**src/rtl/match_flow_controller.sv**
```systemverilog
// Match sequencing FSM: title, kickoff countdown, live play, pause, post-goal freeze, game over.
// Drives physics enable, one-cycle reset pulses and renderer status from registered state only.
module match_flow_controller #(
   parameter int unsigned SECOND_FRAMES     = 60,
   parameter int unsigned COUNT_START       = 3,
   parameter int unsigned GOAL_PAUSE_FRAMES = 120
) (
   input  logic       frame_clk,
   input  logic       Reset_n,
   input  logic       start_key,
   input  logic       pause_key,
   input  logic       goal_scored,
   input  logic       left_goal,
   input  logic       game_over,
   input  logic       p1_wins,
   output logic       play_enable,
   output logic       ball_reset,
   output logic       players_reset,
   output logic       game_restart,
   output logic [2:0] state_code,
   output logic [1:0] countdown_digit,
   output logic       banner_goal,
   output logic       goal_side,
   output logic [1:0] banner_winner
);

   if (SECOND_FRAMES < 1 || SECOND_FRAMES > 255 ||
       COUNT_START < 1 || COUNT_START > 3 ||
       GOAL_PAUSE_FRAMES < 1 || GOAL_PAUSE_FRAMES > 255) begin : g_param_check
      $error("match_flow_controller: parameter out of range");
   end

   localparam logic [7:0] SecLast   = 8'(SECOND_FRAMES - 1);
   localparam logic [7:0] GoalLast  = 8'(GOAL_PAUSE_FRAMES - 1);
   localparam logic [1:0] DigitInit = 2'(COUNT_START);

   typedef enum logic [2:0] {
      StIdle      = 3'd0,
      StCountdown = 3'd1,
      StPlay      = 3'd2,
      StPaused    = 3'd3,
      StGoalPause = 3'd4,
      StGameOver  = 3'd5
   } state_e;

   state_e     state_q, state_d;
   logic [7:0] cnt_q, cnt_d;
   logic [1:0] digit_q, digit_d;
   logic       side_q, side_d;
   logic       win_q, win_d;
   logic       start_q, pause_q;
   logic       ball_q, ball_d;
   logic       players_q, players_d;
   logic       restart_q, restart_d;
   logic       start_rise, pause_rise;

   assign start_rise = start_key & ~start_q;
   assign pause_rise = pause_key & ~pause_q;

   always_comb begin
      state_d   = state_q;
      cnt_d     = cnt_q;
      digit_d   = digit_q;
      side_d    = side_q;
      win_d     = win_q;
      ball_d    = 1'b0;
      players_d = 1'b0;
      restart_d = 1'b0;

      unique case (state_q)
         StIdle: begin
            if (start_rise) begin
               state_d   = StCountdown;
               cnt_d     = 8'd0;
               digit_d   = DigitInit;
               restart_d = 1'b1;
               ball_d    = 1'b1;
               players_d = 1'b1;
            end
         end
         StCountdown: begin
            if (cnt_q == SecLast) begin
               cnt_d = 8'd0;
               if (digit_q == 2'd1) begin
                  state_d = StPlay;
                  digit_d = 2'd0;
               end else begin
                  digit_d = digit_q - 2'd1;
               end
            end else begin
               cnt_d = cnt_q + 8'd1;
            end
         end
         StPlay: begin
            // A goal outranks a same-cycle pause so the score is never lost behind a pause.
            if (goal_scored) begin
               state_d = StGoalPause;
               side_d  = left_goal;
               cnt_d   = 8'd0;
            end else if (game_over) begin
               state_d = StGameOver;
               win_d   = p1_wins;
            end else if (pause_rise) begin
               state_d = StPaused;
            end
         end
         StPaused: begin
            if (pause_rise) begin
               state_d = StPlay;
            end
         end
         StGoalPause: begin
            if (cnt_q == GoalLast) begin
               cnt_d = 8'd0;
               if (game_over) begin
                  state_d = StGameOver;
                  win_d   = p1_wins;
               end else begin
                  state_d   = StCountdown;
                  digit_d   = DigitInit;
                  ball_d    = 1'b1;
                  players_d = 1'b1;
               end
            end else begin
               cnt_d = cnt_q + 8'd1;
            end
         end
         StGameOver: begin
            if (start_rise) begin
               state_d   = StCountdown;
               cnt_d     = 8'd0;
               digit_d   = DigitInit;
               side_d    = 1'b0;
               win_d     = 1'b0;
               restart_d = 1'b1;
               ball_d    = 1'b1;
               players_d = 1'b1;
            end
         end
         default: begin
            state_d = StIdle;
            cnt_d   = 8'd0;
            digit_d = 2'd0;
         end
      endcase
   end

   always_ff @(posedge frame_clk) begin
      // Key history loads the live levels in reset so a held key cannot fire afterwards.
      start_q <= start_key;
      pause_q <= pause_key;
      if (!Reset_n) begin
         state_q   <= StIdle;
         cnt_q     <= 8'd0;
         digit_q   <= 2'd0;
         side_q    <= 1'b0;
         win_q     <= 1'b0;
         ball_q    <= 1'b0;
         players_q <= 1'b0;
         restart_q <= 1'b0;
      end else begin
         state_q   <= state_d;
         cnt_q     <= cnt_d;
         digit_q   <= digit_d;
         side_q    <= side_d;
         win_q     <= win_d;
         ball_q    <= ball_d;
         players_q <= players_d;
         restart_q <= restart_d;
      end
   end

   assign state_code      = state_q;
   assign play_enable     = (state_q == StPlay);
   assign banner_goal     = (state_q == StGoalPause);
   assign countdown_digit = (state_q == StCountdown) ? digit_q : 2'd0;
   assign banner_winner   = (state_q != StGameOver) ? 2'd0 : (win_q ? 2'd1 : 2'd2);
   assign goal_side       = side_q;
   assign ball_reset      = ball_q;
   assign players_reset   = players_q;
   assign game_restart    = restart_q;

endmodule
```
**config.mk**
```make
export PLATFORM = sky130hd
export DESIGN_NAME = match_flow_controller
export DESIGN_NICKNAME = d
export VERILOG_FILES = /design/src/rtl/match_flow_controller.sv
export SDC_FILE = /design/constraint.sdc
export NUM_CORES = 1
export LEC_CHECK = 0
export CAP_MARGIN = 20
export CORE_UTILIZATION = 54
export CTS_BUF_LIST = sky130_fd_sc_hd__clkbuf_8
export DETAILED_ROUTE_END_ITERATION = 7
export PLACE_DENSITY = 0.86
export SLEW_MARGIN = 30
export SYNTH_ARGS = -nofsm -noshare
export SYNTH_HDL_FRONTEND = slang
export SYNTH_SLANG_ARGS = --single-unit
```
**constraint.sdc**
```tcl
create_clock -name frame_clk -period 2 [get_ports frame_clk]
set_input_delay 0.2 -clock frame_clk [delete_from_list [all_inputs] [get_ports frame_clk]]
set_output_delay 0.2 -clock frame_clk [all_outputs]
set_load 0.1 [all_outputs]
```
==> results by group, run 1 <==
CTS
  – Clock transition at the registers of the reported paths: 0.07 ns
  – CTS max path bufs: 2
  – H-tree Lvls: 1
  – # hold bufs at CTS: 0
  – Sink Count: 19
  – Cts bufs inserted: 3
  – CTS tree: built
  – Worst skew pair latency: 0.26 ns
  – CTS root buf: clkbuf_8

Logic synthesis
  – Area leader, netlist: dfxtp_1
  – FF+latch count, synth: 19
  – Number of synthesized flops with an enable pin: 0
  – Mapped Nets: 150
  – Synth top area share: 31.8%
  – Primary FF master, synth: dfxtp_1
  – Yosys warns: 0
  – Synth Area in Simple Gates: 32.6%
  – Post-synth top cells: 19 x dfxtp_1, 14 x nor2_1, 13 x nand2_1
  – Fraction of registers with async set/reset: 0%
  – Mapped Area: 1200 µm²
  – Multiplexer area fraction after synthesis: 2.51%
  – Compound-Gate Fraction of Synth Area: 22.7%
  – Main combinational cell family by area after synthesis: simple AND/OR/NAND/NOR gates
  – Top cells by area, synth: dfxtp_1 32%, nor2_1 4.4%, a21oi_1 4.2%
  – Adder-cell share of the synthesized area: 2.09%
  – Post-synth cell types: 51
  – Syn Area/Cell: 8.54 µm²
  – Sequential share of the synthesized area: 31.8%
  – Most numerous cell in the Yosys netlist: dfxtp_1
  – Synth Area in XOR/XNOR: 0.732%
  – Synth Instances: 140

Setup path
  – WP data required: 2.18 ns
  – Crit-path leading delay family: simple AND/OR/NAND/NOR gates
  – Worst path bufs/invs: 0
  – CP arrival: 2.05 ns
  – CP startpoint kind: flop
  – CP max stage delay: 0.37 ns
  – Worst Path Max Fanout: 6
  – Crit path kind: flop to flop
  – Endpoint type of the worst setup path: flop
  – Crit-path slowest cell: dfxtp_1
  – Critical-path cell list: ha_2 -> nand4b_4 -> o31a_1 -> nor3_4 -> and2_4 -> mux2i_1

Global routing
  – Largest net degree at the start of global routing: 19
  – Total track usage: 24.7%
  – First-pass GRT wire length: 4570 µm
  – Total grt overflow: 0
  – Vias in the first global route: 1060
  – Initial antenna violation count: 0

STA
  – Tmin final: 1.86 ns
  – Fin Setup TNS: 0 ns
  – Clk_skew: 0.000934 ns
  – Final setup fails: 0
  – Pins Over Slew Limit: 0
  – Worst slew pin tran: 0.424 ns
  – Relative slew slack: 71.6%
  – Final Hold Viols: 0
  – Max frequency: 536 MHz
  – Tcrit/Tclk final: 93.2%
  – RSZ-0062 raised after global routing: no

Die
  – DIE AREA: 2410 µm²
  – Starting Density: 59.2%
  – Core Rows: 16
  – Num ports: 21
  – Die height: 49.1 µm
  – Core footprint: 2020 µm²
  – Die width: 49.1 µm

Layout
  – Final cell count without fillers: 187
  – Number of diodes: 0
  – Layout Utilization: 75.4%
  – Filler instances: 123
  – Area grow syn2layout: 27.5%
  – Share of cells above drive strength 1: 28.1%
  – Final net count: 171

Detailed routing
  – Post-Route WL: 2680 µm
  – Via count: 1129
  – WL/cell: 14.3 µm
  – DRT antenna net count: 0
  – Pre-Repair DR Iteration Count: 4
  – Via density: 6.04
  – Remaining DRCs: 0
  – 1st-iter DRT viols: 53

Worst hold path
  – Hold Crit Class: input port to flop

Outcome
  – Status: finished clean

Power
  – P_leak: 0.628 nW
  – Worst VDD drop: 0.986 mV
  – Power per cell area: 1320 nW/µm²
  – Tot Pwr: 2.01 mW

Place
  – Placed cells: 183
  – PortBufs: 20
  – Dpl hpwl: 2040 µm
  – Global placer's final weighted congestion: 0.916

Run
  – MaxCap Viol Count: 0
registers in the layout, summed over array words and instances, names as in the netlist:
signal         flops
digit_q            2
players_reset      1
state_code         3
goal_side          1
start_q            1
cnt_q              8
pause_q            1
game_restart       1
win_q              1
report_power, final:
part	leakage (nW)	internal, mW	total, mW	switching [mW]
logic	0.444	0.441	1.18	0.743
registers	0.157	0.452	0.564	0.112
clock network	0.0269	0.137	0.262	0.126
path summary, 6_finish.rpt:
kind,start,end,slack [ns],depth (start not counted)
setup reg to reg,cnt_q[0],digit_q[1],0.14,6
hold reg to reg,goal_side,goal_side,0.48,2
hold / removal,pause_key,pause_q,0.42,1
setup / recovery,cnt_q[0],digit_q[1],0.14,6
per-stage QoR:
stage	hold WS (ns)	cell area, µm²	worst slack (ns)
3_5_place_dp	0.471	1480	0.0845
5_1_grt	0.423	1530	0.00810
2_1_floorplan	0.228	1250	-0.404
6_report	0.420	1530	0.135
4_1_cts	0.421	1520	0.0698
3_3_place_gp	0.452	1480	0.185
cell usage in the layout, fill, tap and decap left out, drive strengths merged, types with 2 or more instances in the layout:
cell / synthesis / layout
a21boi: 2 / 2
nand4: 2 / 2
nand2b: 5 / 5
mux2i: 3 / 3
and2: 3 / 3
nor3b: 3 / 3
buf: 5 / 16
inv: 6 / 7
a21oi: 11 / 11
o21ai: 8 / 8
nand2: 14 / 14
nor3: 5 / 5
clkdlybuf4s50: 0 / 7
nor2: 14 / 14
a31oi: 5 / 5
nor2b: 3 / 3
and3: 5 / 5
ha: 2 / 2
dfxtp: 19 / 19
nand3: 4 / 4
clkbuf: 2 / 3
a22o: 2 / 2
layer usage:
metal	vias up	GRT usage [%]	part of all wire, %
met5	-	0	0
met4	0	6.86	1.2
met3	7	7.48	6.3
met2	44	42.0	49
met1	533	29.7	43
li1	545	-	-
cell families (layout without fill, tap and decap cells):
kind of cell	after synthesis	in the layout
buffers and inverters	13	33
muxes	3	3
and+or+nand+nor	63	63
adders and majority gates	2	2
DFF	19	19
xor gates and xnor gates	1	1
AOI/OAI and AO/OA	39	39
timing repair:
item,4_1_cts,5_1_grt
buffers inserted,0,0
gates resized for setup,0,1
setup endpoints to repair,0,4
area by class of cell:
class                   count  area (µm²)  share of cell area (%)
multi-input cells         108         769                    50.5
flip-flops and latches     19         389                    25.5
repair buffers             23         265                    17.4
clock buffers               3        41.3                    2.71
well taps                  27        33.8                    2.21
inverters                   6        22.5                    1.48
clock inverters             1        3.75                   0.246
Note: power is estimated with default switching activity, not from simulation.
==> run 2: changes to the inputs <==
--- a/config.mk
+++ b/config.mk
@@ -5,8 +5,9 @@
 export SDC_FILE = /design/constraint.sdc
 export NUM_CORES = 1
 export LEC_CHECK = 0
+export ABC_AREA = 1
 export CAP_MARGIN = 20
-export CORE_UTILIZATION = 54
+export CORE_UTILIZATION = 53
 export CTS_BUF_LIST = sky130_fd_sc_hd__clkbuf_8
 export DETAILED_ROUTE_END_ITERATION = 7
 export PLACE_DENSITY = 0.86
==> constraint.sdc (replaced) <==
create_clock -name frame_clk -period 2.1 [get_ports frame_clk]
set_input_delay 0.21 -clock frame_clk [delete_from_list [all_inputs] [get_ports frame_clk]]
set_output_delay 0.21 -clock frame_clk [all_outputs]
set_load 0.1 [all_outputs]
==> run 2 against run 1 <==
Synthesized cell count increased by 23%. Sequential power decreased by 12%. Critical path depth decreased by 3. Critical endpoint is now banner_winner[0]. Hold slack improved by 0.0062 ns. Critical path type is now flop to output pin. Non-clock buffer count decreased by 2. Utilization decreased by 2.3 points. Highest routed layer unchanged. Register-to-register slack improved by 0.37 ns. Routed wire length increased by 0.78%.
==> results by group, run 2 <==
Outcome
  – Status: finished clean (unchanged)

Logic synthesis
  – Synth Instances: 172 (was 140)
  – FF+latch count, synth: 19 (unchanged)
  – Synth top area share: 33.2% (was 31.8%)
  – Yosys warns: 0 (unchanged)
  – Primary FF master, synth: dfxtp_1 (unchanged)
  – Mapped Area: 1140 µm² (was 1200 µm²)
  – Sequential share of the synthesized area: 33.2% (was 31.8%)
  – Syn Area/Cell: 6.66 µm² (was 8.54 µm²)
  – Post-synth top cells: 35 x nand2_1, 26 x nor2_1, 22 x inv_1 (was 19 x dfxtp_1, 14 x nor2_1, 13 x nand2_1)
  – Mapped Nets: 182 (was 150)
  – Most numerous cell in the Yosys netlist: nand2_1 (was dfxtp_1)
  – Fraction of registers with async set/reset: 0% (unchanged)
  – Top cells by area, synth: dfxtp_1 33%, nand2_1 11%, nor2_1 8.5% (was dfxtp_1 32%, nor2_1 4.4%, a21oi_1 4.2%)
  – Area leader, netlist: dfxtp_1 (unchanged)
  – Post-synth cell types: 27 (was 51)
  – Number of synthesized flops with an enable pin: 0 (unchanged)

Power
  – Power per cell area: 1270 nW/µm² (was 1320 nW/µm²)
  – P_leak: 0.683 nW (was 0.628 nW)
  – Net switching power: 1.01 mW (was 0.981 mW)
  – Comb power frac: 59.9% (was 58.9%)
  – Internal power: 0.850 mW (was 1.03 mW)
  – Clock power share: 13.3% (was 13.1%)
  – Tot Pwr: 1.86 mW (was 2.01 mW)
  – Share of power burned in registers: 26.8% (was 28.1%)
  – Worst VDD drop: 1.23 mV (was 0.986 mV)
  – Sw frac: 54.4% (was 48.8%)

STA
  – RSZ-0062 raised after global routing: no (unchanged)
  – Fin Hold WS: 0.427 ns (was 0.420 ns)
  – Worst slew pin tran: 0.279 ns (was 0.424 ns)
  – Final setup fails: 0 (unchanged)
  – Relative slew slack: 81.5% (was 71.6%)
  – Tmin final: 1.61 ns
  – Final Hold Viols: 0 (unchanged)
  – Post-layout worst setup margin: 0.489 ns (was 0.135 ns)
  – Pins Over Slew Limit: 0 (unchanged)
  – Max frequency: 621 MHz
  – Fin Setup TNS: 0 ns (unchanged)
  – Clk_skew: 0.00133 ns (was 0.000934 ns)
  – Tcrit/Tclk final: 76.7%

Detailed routing
  – Met3 routed WL: 128 µm (was 169 µm)
  – Top layer in use: met4 (unchanged)
  – WL/cell: 12.2 µm (was 14.3 µm)
  – Remaining DRCs: 0 (unchanged)
  – Routed wl met2: 1330 µm (was 1320 µm)
  – 1st-iter DRT viols: 42 (was 53)
  – Post-Route WL: 2700 µm (was 2680 µm)
  – Via count: 1182 (was 1129)
  – Pre-Repair DR Iteration Count: 5 (was 4)
  – Via density: 5.35 (was 6.04)
  – DRT antenna net count: 0 (unchanged)
  – M1 WL: 1180 µm (was 1150 µm)

Setup path
  – FF-to-FF path depth: 10 (was 6)
  – Crit path kind: flop to output pin (was flop to flop)
  – Reg2reg setup slack: 0.51 ns (was 0.14 ns)
  – Endpoint type of the worst setup path: output pin (was flop)
  – Worst path bufs/invs: 1 (was 0)
  – Critical-path cell list: nand3_2 -> nor2_4 -> buf_12 (was ha_2 -> nand4b_4 -> o31a_1 -> nor3_4 -> and2_4 -> mux2i_1)
  – CP arrival: 1.40 ns (was 2.05 ns)
  – Crit-path slowest cell: dfxtp_2 (was dfxtp_1)
  – Worst R2R End: digit_q[0] (was digit_q[1])
  – RR Startpoint: cnt_q[0] (unchanged)
  – WP data required: 1.89 ns (was 2.18 ns)
  – Worst Path Max Fanout: 9 (was 6)
  – CP startpoint kind: flop (unchanged)
  – CP max stage delay: 0.48 ns (was 0.37 ns)
  – Crit-path leading delay family: flip-flops (was simple AND/OR/NAND/NOR gates)

CTS
  – Post-CTS Setup Bufs: 0 (unchanged)
  – CTS root buf: clkbuf_8 (unchanged)
  – Cts bufs inserted: 3 (unchanged)
  – CTS max path bufs: 2 (unchanged)
  – CTS tree: built (unchanged)
  – Worst skew pair latency: 0.25 ns (was 0.26 ns)
  – Sink Count: 19 (unchanged)
  – Post-CTS sizing: 0 (unchanged)
  – # hold bufs at CTS: 0 (unchanged)
  – Clock transition at the registers of the reported paths: 0.07 ns (about the same)
  – H-tree Lvls: 1 (unchanged)

Die
  – Die height: 48.5 µm (was 49.1 µm)
  – Starting Density: 57.2% (was 59.2%)
  – Core Rows: 16 (unchanged)
  – Core footprint: 2000 µm² (was 2020 µm²)
  – DIE AREA: 2350 µm² (was 2410 µm²)
  – Num ports: 21 (unchanged)
  – Die width: 48.5 µm (was 49.1 µm)

Global routing
  – Total track usage: 24.5% (was 24.7%)
  – Total grt overflow: 0 (unchanged)
  – Largest net degree at the start of global routing: 11 (was 19)
  – Initial antenna violation count: 0 (unchanged)
  – First-pass GRT wire length: 4450 µm (was 4570 µm)
  – Vias in the first global route: 1030 (was 1060)

Layout
  – Max reg flops: 8 (unchanged)
  – Commonest non-fill, non-tap cell in the layout: nand2_1 (was dfxtp_1)
  – Final cell count without fillers: 221 (was 187)
  – Register with the most flip-flops: cnt_q (unchanged)
  – Area grow syn2layout: 27.9% (was 27.5%)
  – Share of cells above drive strength 1: 23.2% (was 28.1%)
  – Finished Cell Area: 1460 µm² (was 1530 µm²)
  – Final net count: 205 (was 171)
  – Layout Utilization: 73.1% (was 75.4%)
  – Most frequent cells in the layout: 35 x nand2_1, 23 x inv_1, 22 x nor2_1, 16 x dfxtp_1, 12 x nand3_1 (was 16 x dfxtp_1, 13 x nand2_1, 12 x nor2_1, 10 x buf_4, 9 x a21oi_1)
  – Number of diodes: 0 (unchanged)

Run
  – MaxCap Viol Count: 0 (unchanged)

Worst hold path
  – Hold Crit Class: input port to flop (unchanged)
  – Hold path depth: 1 (unchanged)
  – Hold EP: pause_q (unchanged)
  – Hold path startpoint: pause_key (unchanged)

Place
  – Global placer's final weighted congestion: 0.865 (was 0.916)
  – Placed cells: 217 (was 183)
  – Dpl hpwl: 2050 µm (was 2040 µm)
  – DP Area: 1420 µm² (was 1480 µm²)
  – PortBufs: 20 (unchanged)
  – Setup WS pre-CTS: 0.446 ns (was 0.0845 ns)
==> run 2: logic make-up (layout without fill, tap and decap cells) <==
logic type               Yosys count  in the layout  share of synthesized area [%]
AO/OA/AOI/OAI                     25             25                           13.0
flip-flops                        19             19                           33.2
XOR/XNOR                           1              1                          0.765
adder cells (fa/ha/maj)            2              2                           2.19
AND/OR/NAND/NOR                   95             95                           40.3
buffers and inverters             30             52                           10.5
==> run 2: cell type report <==
cell class                      instances  area (µm²)
Multi-Input combinational cell        123         674
Clock buffer                            3        41.3
Tap cell                               27        33.8
Inverter                               27         101
Sequential cell                        19         384
Fill cell                             167         538
Timing Repair Buffer                   21         225
Clock inverter                          1        3.75
==> run 2: power groups by stage <==
stage / Clock (mW) / Combinational [mW] / Sequential (mW)
2_1_floorplan: 0 / 0.691 / 0.690
3_3_place_gp: 0 / 1.07 / 0.503
3_5_place_dp: 0 / 1.10 / 0.506
4_1_cts: 0.252 / 1.11 / 0.499
5_1_grt: 0.266 / 1.19 / 0.512
6_report: 0.248 / 1.12 / 0.499
==> run 2: worst max-delay path by stage <==
stage	startpoint	endpoint	cells past startpoint
after floorplan	state_code[1]	win_q	7
after global placement	start_key	state_code[0]	10
after detailed placement	start_key	state_code[2]	9
after CTS	state_code[0]	banner_winner[0]	3
after global routing	cnt_q[0]	digit_q[0]	10
final	state_code[0]	banner_winner[0]	3
==> run 2: routing by layer <==
layer | up-vias | global-route usage [%]
met2 | 40 | 44.6
li1 | 596 | -
met3 | 6 | 5.66
met1 | 540 | 27.5
met5 | - | 0
met4 | 0 | 9.31
